<file path="src/rtl/player_request_arbiter.sv">
// ---------------------------------------------------------------------------
// player_request_arbiter
//
// Round-robin arbiter sharing the single game-logic input channel among four
// players. Single-cycle button pulses are latched as pending requests, and
// one request at a time is offered to the game engine over a valid/ack
// handshake. The search for the next grant starts just after the last
// acknowledged player, so no player can starve the others.
//
// Optional feature (compile-time macro):
//   ARB_COOLDOWN_EN - per-player lockout of COOLDOWN_CYCLES clocks after that
//                     player's grant is acknowledged; presses during the
//                     lockout (including the ack cycle itself) are dropped.
//                     Without the macro no counters exist and presses are
//                     always accepted (a press in the ack cycle survives).
//
// Parameters:
//   N_PLAYERS        number of requesters (fixed at 4, grant_id is 2 bits)
//   COOLDOWN_CYCLES  lockout length in clk cycles (ARB_COOLDOWN_EN only)
//   CD_W             cooldown counter width, 2**CD_W > COOLDOWN_CYCLES
//                    (ARB_COOLDOWN_EN only)
//
// Ports:
//   clk          in   system clock, rising edge
//   rst          in   synchronous, active-low reset
//   btn_pulse    in   [3:0] one-cycle press pulses, bit i = player i
//   grant_ack    in   engine consumed the offer (meaningful while grant_valid)
//   grant_valid  out  a request is being offered
//   grant_id     out  [1:0] player being offered, stable while grant_valid
//   pending      out  [3:0] latched, not-yet-granted requests
//   busy         out  grant_valid OR any pending bit
//
// All outputs are registered.
// ---------------------------------------------------------------------------
module player_request_arbiter #(
  parameter int unsigned N_PLAYERS = 4
`ifdef ARB_COOLDOWN_EN
  ,
  parameter int unsigned COOLDOWN_CYCLES = 1000,
  parameter int unsigned CD_W            = 10
`endif
) (
  input  logic                 clk,
  input  logic                 rst,
  input  logic [N_PLAYERS-1:0] btn_pulse,
  input  logic                 grant_ack,
  output logic                 grant_valid,
  output logic [1:0]           grant_id,
  output logic [N_PLAYERS-1:0] pending,
  output logic                 busy
);

  localparam int unsigned ID_W = 2;

  typedef enum logic [1:0] {
    S_IDLE  = 2'b00,
    S_OFFER = 2'b01
  } state_t;

  state_t                r_state;
  logic [N_PLAYERS-1:0]  r_pending;
  logic [ID_W-1:0]       r_last_id;
  logic [ID_W-1:0]       r_grant_id;
  logic                  r_grant_valid;
  logic                  r_busy;

  logic                  w_ack_fire;
  logic [N_PLAYERS-1:0]  w_clr;
  logic [N_PLAYERS-1:0]  w_accept;
  logic [N_PLAYERS-1:0]  w_pending_nxt;
  logic                  w_valid_nxt;
  logic [ID_W-1:0]       w_pick;

  // First requester found searching upward from last+1, wrapping modulo 4.
  // Scanning from the farthest offset down lets the nearest one win.
  function automatic logic [ID_W-1:0] rr_pick(input logic [N_PLAYERS-1:0] req,
                                               input logic [ID_W-1:0]      last);
    logic [ID_W-1:0] pick;
    logic [ID_W-1:0] cand;
    pick = last;
    for (int k = N_PLAYERS; k >= 1; k--) begin
      cand = last + ID_W'(k);
      if (req[cand]) pick = cand;
    end
    return pick;
  endfunction

  assign w_pick     = rr_pick(r_pending, r_last_id);
  assign w_ack_fire = (r_state == S_OFFER) && grant_ack;

  // One-hot clear of the acknowledged player's pending bit.
  always_comb begin
    w_clr = '0;
    if (w_ack_fire) w_clr[r_grant_id] = 1'b1;
  end

`ifdef ARB_COOLDOWN_EN
  logic [CD_W-1:0] r_cd [N_PLAYERS];

  // A press is accepted only while the player's lockout counter reads zero
  // and the player is not being acknowledged this very cycle.
  always_comb begin
    w_accept = '0;
    for (int i = 0; i < N_PLAYERS; i++) begin
      w_accept[i] = (r_cd[i] == '0) && !w_clr[i];
    end
  end

  // Lockout counters: load on the ack edge, then count down to zero.
  always_ff @(posedge clk) begin
    if (!rst) begin
      for (int i = 0; i < N_PLAYERS; i++) r_cd[i] <= '0;
    end else begin
      for (int i = 0; i < N_PLAYERS; i++) begin
        if (w_clr[i]) begin
          r_cd[i] <= CD_W'(COOLDOWN_CYCLES);
        end else if (r_cd[i] != '0) begin
          r_cd[i] <= r_cd[i] - CD_W'(1);
        end
      end
    end
  end
`else
  assign w_accept = '1;
`endif

  // Set wins over clear, so a press landing in the ack cycle is kept.
  assign w_pending_nxt = (r_pending & ~w_clr) | (btn_pulse & w_accept);

  // Value grant_valid takes after this edge; also feeds the registered busy.
  always_comb begin
    w_valid_nxt = 1'b0;
    case (r_state)
      S_IDLE:  w_valid_nxt = |r_pending;
      S_OFFER: w_valid_nxt = !grant_ack;
      default: w_valid_nxt = 1'b0;
    endcase
  end

  // Offer state machine with registered outputs.
  always_ff @(posedge clk) begin
    if (!rst) begin
      r_state       <= S_IDLE;
      r_pending     <= '0;
      r_last_id     <= ID_W'(N_PLAYERS - 1);
      r_grant_id    <= '0;
      r_grant_valid <= 1'b0;
      r_busy        <= 1'b0;
    end else begin
      r_pending     <= w_pending_nxt;
      r_grant_valid <= w_valid_nxt;
      r_busy        <= w_valid_nxt | (|w_pending_nxt);
      case (r_state)
        S_IDLE: begin
          if (|r_pending) begin
            r_grant_id <= w_pick;
            r_state    <= S_OFFER;
          end
        end
        S_OFFER: begin
          if (grant_ack) begin
            r_last_id <= r_grant_id;
            r_state   <= S_IDLE;
          end
        end
        default: r_state <= S_IDLE;
      endcase
    end
  end

  assign grant_valid = r_grant_valid;
  assign grant_id    = r_grant_id;
  assign pending     = r_pending;
  assign busy        = r_busy;

endmodule

</file>
<file path="config.mk">
export PLATFORM = sky130hd
export DESIGN_NAME = player_request_arbiter
export DESIGN_NICKNAME = d
export VERILOG_FILES = /design/src/rtl/player_request_arbiter.sv
export SDC_FILE = /design/constraint.sdc
export NUM_CORES = 1
export LEC_CHECK = 0
export CAP_MARGIN = 20
export CORE_AREA = 2 2 39 41
export CTS_CLUSTER_DIAMETER = 40
export DETAILED_ROUTE_END_ITERATION = 6
export DIE_AREA = 0 0 41 43
export GPL_TIMING_DRIVEN = 0
export PLACE_DENSITY = 0.67
export SETUP_SLACK_MARGIN = 0.15
export SLEW_MARGIN = 20
export SYNTH_ARGS = -nofsm -noshare
export SYNTH_HDL_FRONTEND = slang
export SYNTH_SLANG_ARGS = --single-unit
</file>
<file path="constraint.sdc">
create_clock -name clk -period 4.1 [get_ports clk]
set_clock_uncertainty 0.15 [all_clocks]
set_input_delay 0.82 -clock clk [delete_from_list [all_inputs] [get_ports clk]]
set_output_delay 0.82 -clock clk [all_outputs]
set_load 0.05 [all_outputs]
</file>
==> results.json, run 1 <==
{
  "cts_tree": "done",
  "dp_hpwl_um": 787.8,
  "crit_start": "pending[3]",
  "pre_cts_slack_ps": 1647,
  "cp_top_family": "buffers and inverters",
  "cts_hold_buf": 0,
  "yosysUniqueCellTypes": 22,
  "worst_pin_slew_ps": 499.5,
  "synth_nets": 63,
  "die_area_mm2": 0.001763,
  "fillCellCount": 149,
  "final_antenna_net_count": 0,
  "crit_chain": "clkdlybuf4s50_1",
  "path_buf_inv": 1,
  "synthCells": 56,
  "setup_tns_ps": 0,
  "r2r_start": "pending[0]",
  "fin_ws_ps": 1474,
  "grt_max_degree": 11,
  "grt_pass1_vias": 377,
  "reg2reg_to": "busy",
  "io_pins": 15,
  "setup_viol": 0,
  "place.gp.congestion": 0.7348,
  "insertion_delay_ps": 270,
  "required_ps": 3130,
  "ir_drop_uv": 203.8,
  "postSynthAreaPerCell_um2": 8.848,
  "area_delta_synth_final_pct": 37.63,
  "power_density_mw_per_mm2": 414.6,
  "worst-setup-path-type": "register to output pin",
  "gr-total-overflow": 0,
  "cp_max_fo": 8,
  "via_per_inst": 5.256,
  "cp_slowest_cell": "clkdlybuf4s50_1",
  "core_mm2": 0.001384,
  "drtPass1Iterations": 4,
  "maxCapViolCount": 0,
  "diodes": 0,
  "clk_pin_slew_ps": 70,
  "critPathLaunchType": "register",
  "holdCritPathClass": "register to register",
  "crit_end": "pending[3]",
  "slew_headroom_pct": 66.60,
  "rows": 14,
  "cts_buffers": 3,
  "ff2ff_path_depth": 3,
  "path_depth": 1,
  "yosysWarnings": 0,
  "avgRoutedWirePerCell_um": 11.98,
  "ys_ff_latch": 11,
  "htree_levels": 1,
  "grtUsageTotal_pct": 14.83,
  "drc": 0,
  "rrSetupSlack_ps": 2590,
  "ctsResizeCount": 0,
  "syn_area_um2": 495.5,
  "cts_max_path_buffers": 2,
  "grt_pass1_wl_um": 1676,
  "slowest_delay_ps": 870,
  "die_h_um": 43,
  "drt_iter0_markers": 13,
  "rsz0062_at_grt": "no",
  "wl_um": 1078,
  "seq_area_frac_synth_pct": 44.44,
  "drive_above_1_share_pct": 6.757,
  "grt_antenna_before_repair": 0,
  "end_kind": "output pin",
  "root_buffer": "clkbuf_4",
  "start_util_pct": 35.80,
  "drv_slew": 0,
  "post_cts_buffers": 0,
  "worstPathArrival_ps": 1660,
  "cts.sinks": 11,
  "power.leakage_nw": 0.2596,
  "portBuffers": 14,
  "finalCritPeriodShare_pct": 64.05,
  "period_needed_ps": 2626,
  "fmax_mhz": 380.8,
  "status": "finished, final reports clean",
  "die_w_um": 41,
  "finalHoldViolCount": 0,
  "vias": 473,
  "nets": 82
}
==> state kept, by name (all words and copies together), names as in the netlist <==
signal / count
grant_id: 2
r_state: 1
pending: 4
grant_valid: 1
busy: 1
r_last_id: 2
==> power by group <==
group | internal [W] | leakage, nW | total [W] | switching [W]
clock | 0.0000377 | 0.0150 | 0.0000727 | 0.0000350
combinational | 0.0000324 | 0.153 | 0.0000781 | 0.0000458
sequential | 0.000117 | 0.0917 | 0.000132 | 0.0000148
total | 0.000187 | 0.260 | 0.000283 | 0.0000956
==> Yosys cell counts <==
cell type	number	area (um2)
o221a_1	2	22.52
nand4b_1	2	17.52
a2111o_1	1	11.26
inv_1	4	15.01
nor2b_1	3	18.77
nor2_1	2	7.510
o22ai_1	1	6.260
nor4_4	1	21.27
a22oi_1	1	7.510
nand2_1	8	30.03
clkbuf_1	2	7.510
a221o_1	1	10.01
dfxtp_1	11	220.2
o21ai_0	4	20.02
a21oi_1	3	15.01
mux2i_1	1	10.01
nor3_1	1	5.000
o32ai_1	1	8.760
a21oi_2	1	8.760
nor4_1	1	6.260
nand2b_1	1	6.260
nand3_1	4	20.02
==> cells by family (layout without fill, tap and decap cells) <==
family,Yosys count,in the layout,synth area share (%)
AO/OA/AOI/OAI,15,15,22.22
buffers and inverters,6,24,4.545
flip-flops,11,11,44.44
multiplexers,1,1,2.020
AND/OR/NAND/NOR,23,23,26.77
==> area by class of cell <==
cell class | count | area [um2] | area share [%]
clock buffer | 4 | 26.28 | 3.853
tap | 16 | 20.02 | 2.936
timing repair buffer | 14 | 140.1 | 20.55
sequential | 11 | 220.2 | 32.29
inverter | 4 | 15.01 | 2.202
buffer | 2 | 7.507 | 1.101
multi-input combinational | 39 | 252.7 | 37.06
==> cell usage in the layout (no fill, tap or decap) <==
cell and count:
clkbuf_1 3, a22oi_1 1, nand2_1 8, o32ai_1 1
mux2i_1 1, nor4_1 1, nand4b_1 2, o22ai_1 1
inv_1 4, nor4_4 1, nor2b_1 3, dfxtp_1 11
a2111o_1 1, nand3_1 4, clkdlybuf4s50_1 14, o21ai_0 4
a21oi_2 1, o221a_1 2, nand2b_1 1, a221o_1 1
a21oi_1 3, nor3_1 1, nor2_1 2, clkbuf_4 3
==> metal layers <==
metal	track usage [%]	wire length [um]
met1	18.63	482
met2	19.69	506
met3	9.424	74
met4	6.000	14
met5	0	0
==> per-stage QoR <==
step                      instances  total power (W)  area [um2]  hold WS (ps)  utilization (%)
after detailed placement         86        0.0002124       655.6         370.1            47.38
after global routing             90        0.0003000       681.9         441.8            49.28
after global placement           86        0.0002115       655.6         369.3            47.38
after CTS                        90        0.0002850       681.9         398.8            49.28
after floorplan                  56        0.0001841       495.5         332.8                -
final                            90        0.0002827       681.9         406.8            49.28
==> worst min-delay path by stage <==
stage               cells past startpoint  slack (ps)    startpoint           end
floorplan                               2         330  r_last_id[0]  r_last_id[0]
global placement                        2         370  r_last_id[0]  r_last_id[0]
detailed placement                      2         370  r_last_id[0]  r_last_id[0]
CTS                                     2         400   grant_id[1]   grant_id[1]
global route                            2         440  r_last_id[0]  r_last_id[0]
finish                                  2         410   grant_id[1]   grant_id[1]
Note: power is estimated with default switching activity, not from simulation.
==> run 2, diff against run 1 <==
==> constraint.sdc (replaced) <==
create_clock -name clk -period 2.5 [get_ports clk]
set_clock_uncertainty 0.15 [all_clocks]
set_input_delay 0.5 -clock clk [delete_from_list [all_inputs] [get_ports clk]]
set_output_delay 0.5 -clock clk [all_outputs]
set_load 0.05 [all_outputs]
==> run 2 against run 1 <==
Global-route usage stayed put. Clock-buffer cell count stayed put. Design area is 0.37% higher. Setup slack worse by 1200 ps. Clock power is 64% higher. Die area stayed put. Register-to-register slack worse by 1600 ps. Wire length is 0.19% higher. Highest routed layer unchanged.
==> results.json, run 2 (same netlist as run 1, synthesis figures left out) <==
{
  "status": "finished, final reports clean",
  "area_delta_synth_final_pct": 38.13,
  "end_kind": "output pin",
  "gr-total-overflow": 0,
  "power.leakage_nw": 0.2720,
  "die_w_um": 41,
  "cts_max_path_buffers": 2,
  "pwr-share-comb_pct": 27.6,
  "dp_hpwl_um": 787.8,
  "cts_hold_buf": 0,
  "htree_levels": 1,
  "drt_iter0_markers": 11,
  "grt_pass1_vias": 377,
  "final_core_util_pct": 49.46,
  "required_ps": 1850,
  "setup_viol": 0,
  "slew_headroom_pct": 66.60,
  "drv_slew": 0,
  "fmax_mhz": 443.1,
  "switching_share_pct": 33.82,
  "worst_pin_slew_ps": 499.5,
  "cts_buffers": 3,
  "via_per_inst": 5.256,
  "largest_reg_flops": 4,
  "drive_above_1_share_pct": 6.757,
  "slowest_delay_ps": 860,
  "cp_max_fo": 7,
  "drtPass1Iterations": 4,
  "place.gp.congestion": 0.7348,
  "period_needed_ps": 2257,
  "root_buffer": "clkbuf_4",
  "finalCritPeriodShare_pct": 90.28,
  "crit_chain": "clkdlybuf4s50_1",
  "io_pins": 15,
  "power_density_mw_per_mm2": 677.3,
  "wl_um": 1080,
  "start_util_pct": 35.80,
  "worst-setup-path-type": "register to output pin",
  "grt_max_degree": 11,
  "cp_slowest_cell": "clkdlybuf4s50_1",
  "path_buf_inv": 1,
  "final_antenna_net_count": 0,
  "rsz0062_at_grt": "no",
  "holdCritPathClass": "register to register",
  "r2r_start": "pending[0]",
  "rows": 14,
  "finalHoldViolCount": 0,
  "diodes": 0,
  "cts_tree": "done",
  "clkPwrFrac_pct": 25.7,
  "critPathLaunchType": "register",
  "vias": 473,
  "crit_start": "pending[1]",
  "intPower_w": 0.0003068,
  "multi_input_area_um2": 252.7,
  "ff_latch_area_um2": 220.2,
  "avgRoutedWirePerCell_um": 12.00,
  "grt_pass1_wl_um": 1676,
  "drc": 0,
  "portBuffers": 14,
  "setup_tns_ps": 0,
  "fillCellCount": 148,
  "core_mm2": 0.001384,
  "clk_pin_slew_ps": 70,
  "p_seq_share_pct": 46.7,
  "worstPathArrival_ps": 1610,
  "ir_drop_uv": 334.2,
  "cts.sinks": 11,
  "die_area_mm2": 0.001763,
  "nets": 82,
  "cp_top_family": "buffers and inverters",
  "grtUsageTotal_pct": 14.83,
  "maxCapViolCount": 0,
  "final_common_cell": "clkdlybuf4s50_1",
  "p_switching_w": 0.0001568,
  "die_h_um": 43,
  "final_cell_mix": "13 x clkdlybuf4s50_1, 11 x dfxtp_1, 8 x nand2_1",
  "insertion_delay_ps": 270,
  "min_from": "grant_id[1]",
  "grt_antenna_before_repair": 0
}
## run 2: cell types whose count changed in the layout (fill, tap and decap cells not counted), sizes merged
cell           previous run  this run
dlymetal6s2s              0         1
clkdlybuf4s50            14        13
## run 2: cell type report
| cell class | instances | area share (%) |
|---|---|---|
| multi-input combinational | 39 | 36.93 |
| sequential | 11 | 32.18 |
| timing repair buffer | 14 | 20.84 |
| clock buffer | 4 | 3.839 |
| tap | 16 | 2.925 |
| inverter | 4 | 2.194 |
| buffer | 2 | 1.097 |
## run 2: what timing repair did
item | 4_1_cts | 5_1_grt
setup endpoints to repair | 0 | 1
gates resized for setup | 0 | 1
buffers inserted | 0 | 0
## run 2: through the flow
stage               worst slack, ps  power [W]  hold WS [ps]  std cells  instance area, um2
finish                        243.1  0.0004636         407.8         90               684.4
global route                  151.8  0.0004918         441.8         90               684.4
CTS                           181.6  0.0004674         398.8         90               681.9
detailed placement            367.1  0.0003483         370.1         86               655.6
global placement              357.7  0.0003468         369.3         86               655.6
floorplan                     761.3  0.0003020         332.8         56               495.5
## run 2: power groups by stage
stage	Clock (W)	Sequential, W	Combinational [W]
CTS	0.000123	0.000216	0.000129
global route	0.000136	0.000219	0.000136
detailed placement	0	0.000220	0.000128
finish	0.000119	0.000216	0.000128
global placement	0	0.000220	0.000127
floorplan	0	0.000257	0.0000447
## run 2: per-layer routing
metal	global-route usage (%)	up-vias	wire length, um
met3	9.424	2	76
met2	19.69	16	507
met5	0	-	0
met1	18.63	214	480
li1	-	241	-
met4	6.000	0	14
## run 2: final timing paths
path                            slack (ps)           to  cells after the start
worst min-delay path                   410  grant_id[1]                      2
worst max register to register         990         busy                      3
worst max-delay path                   240   pending[1]                      1
worst min register to register         410  grant_id[1]                      2
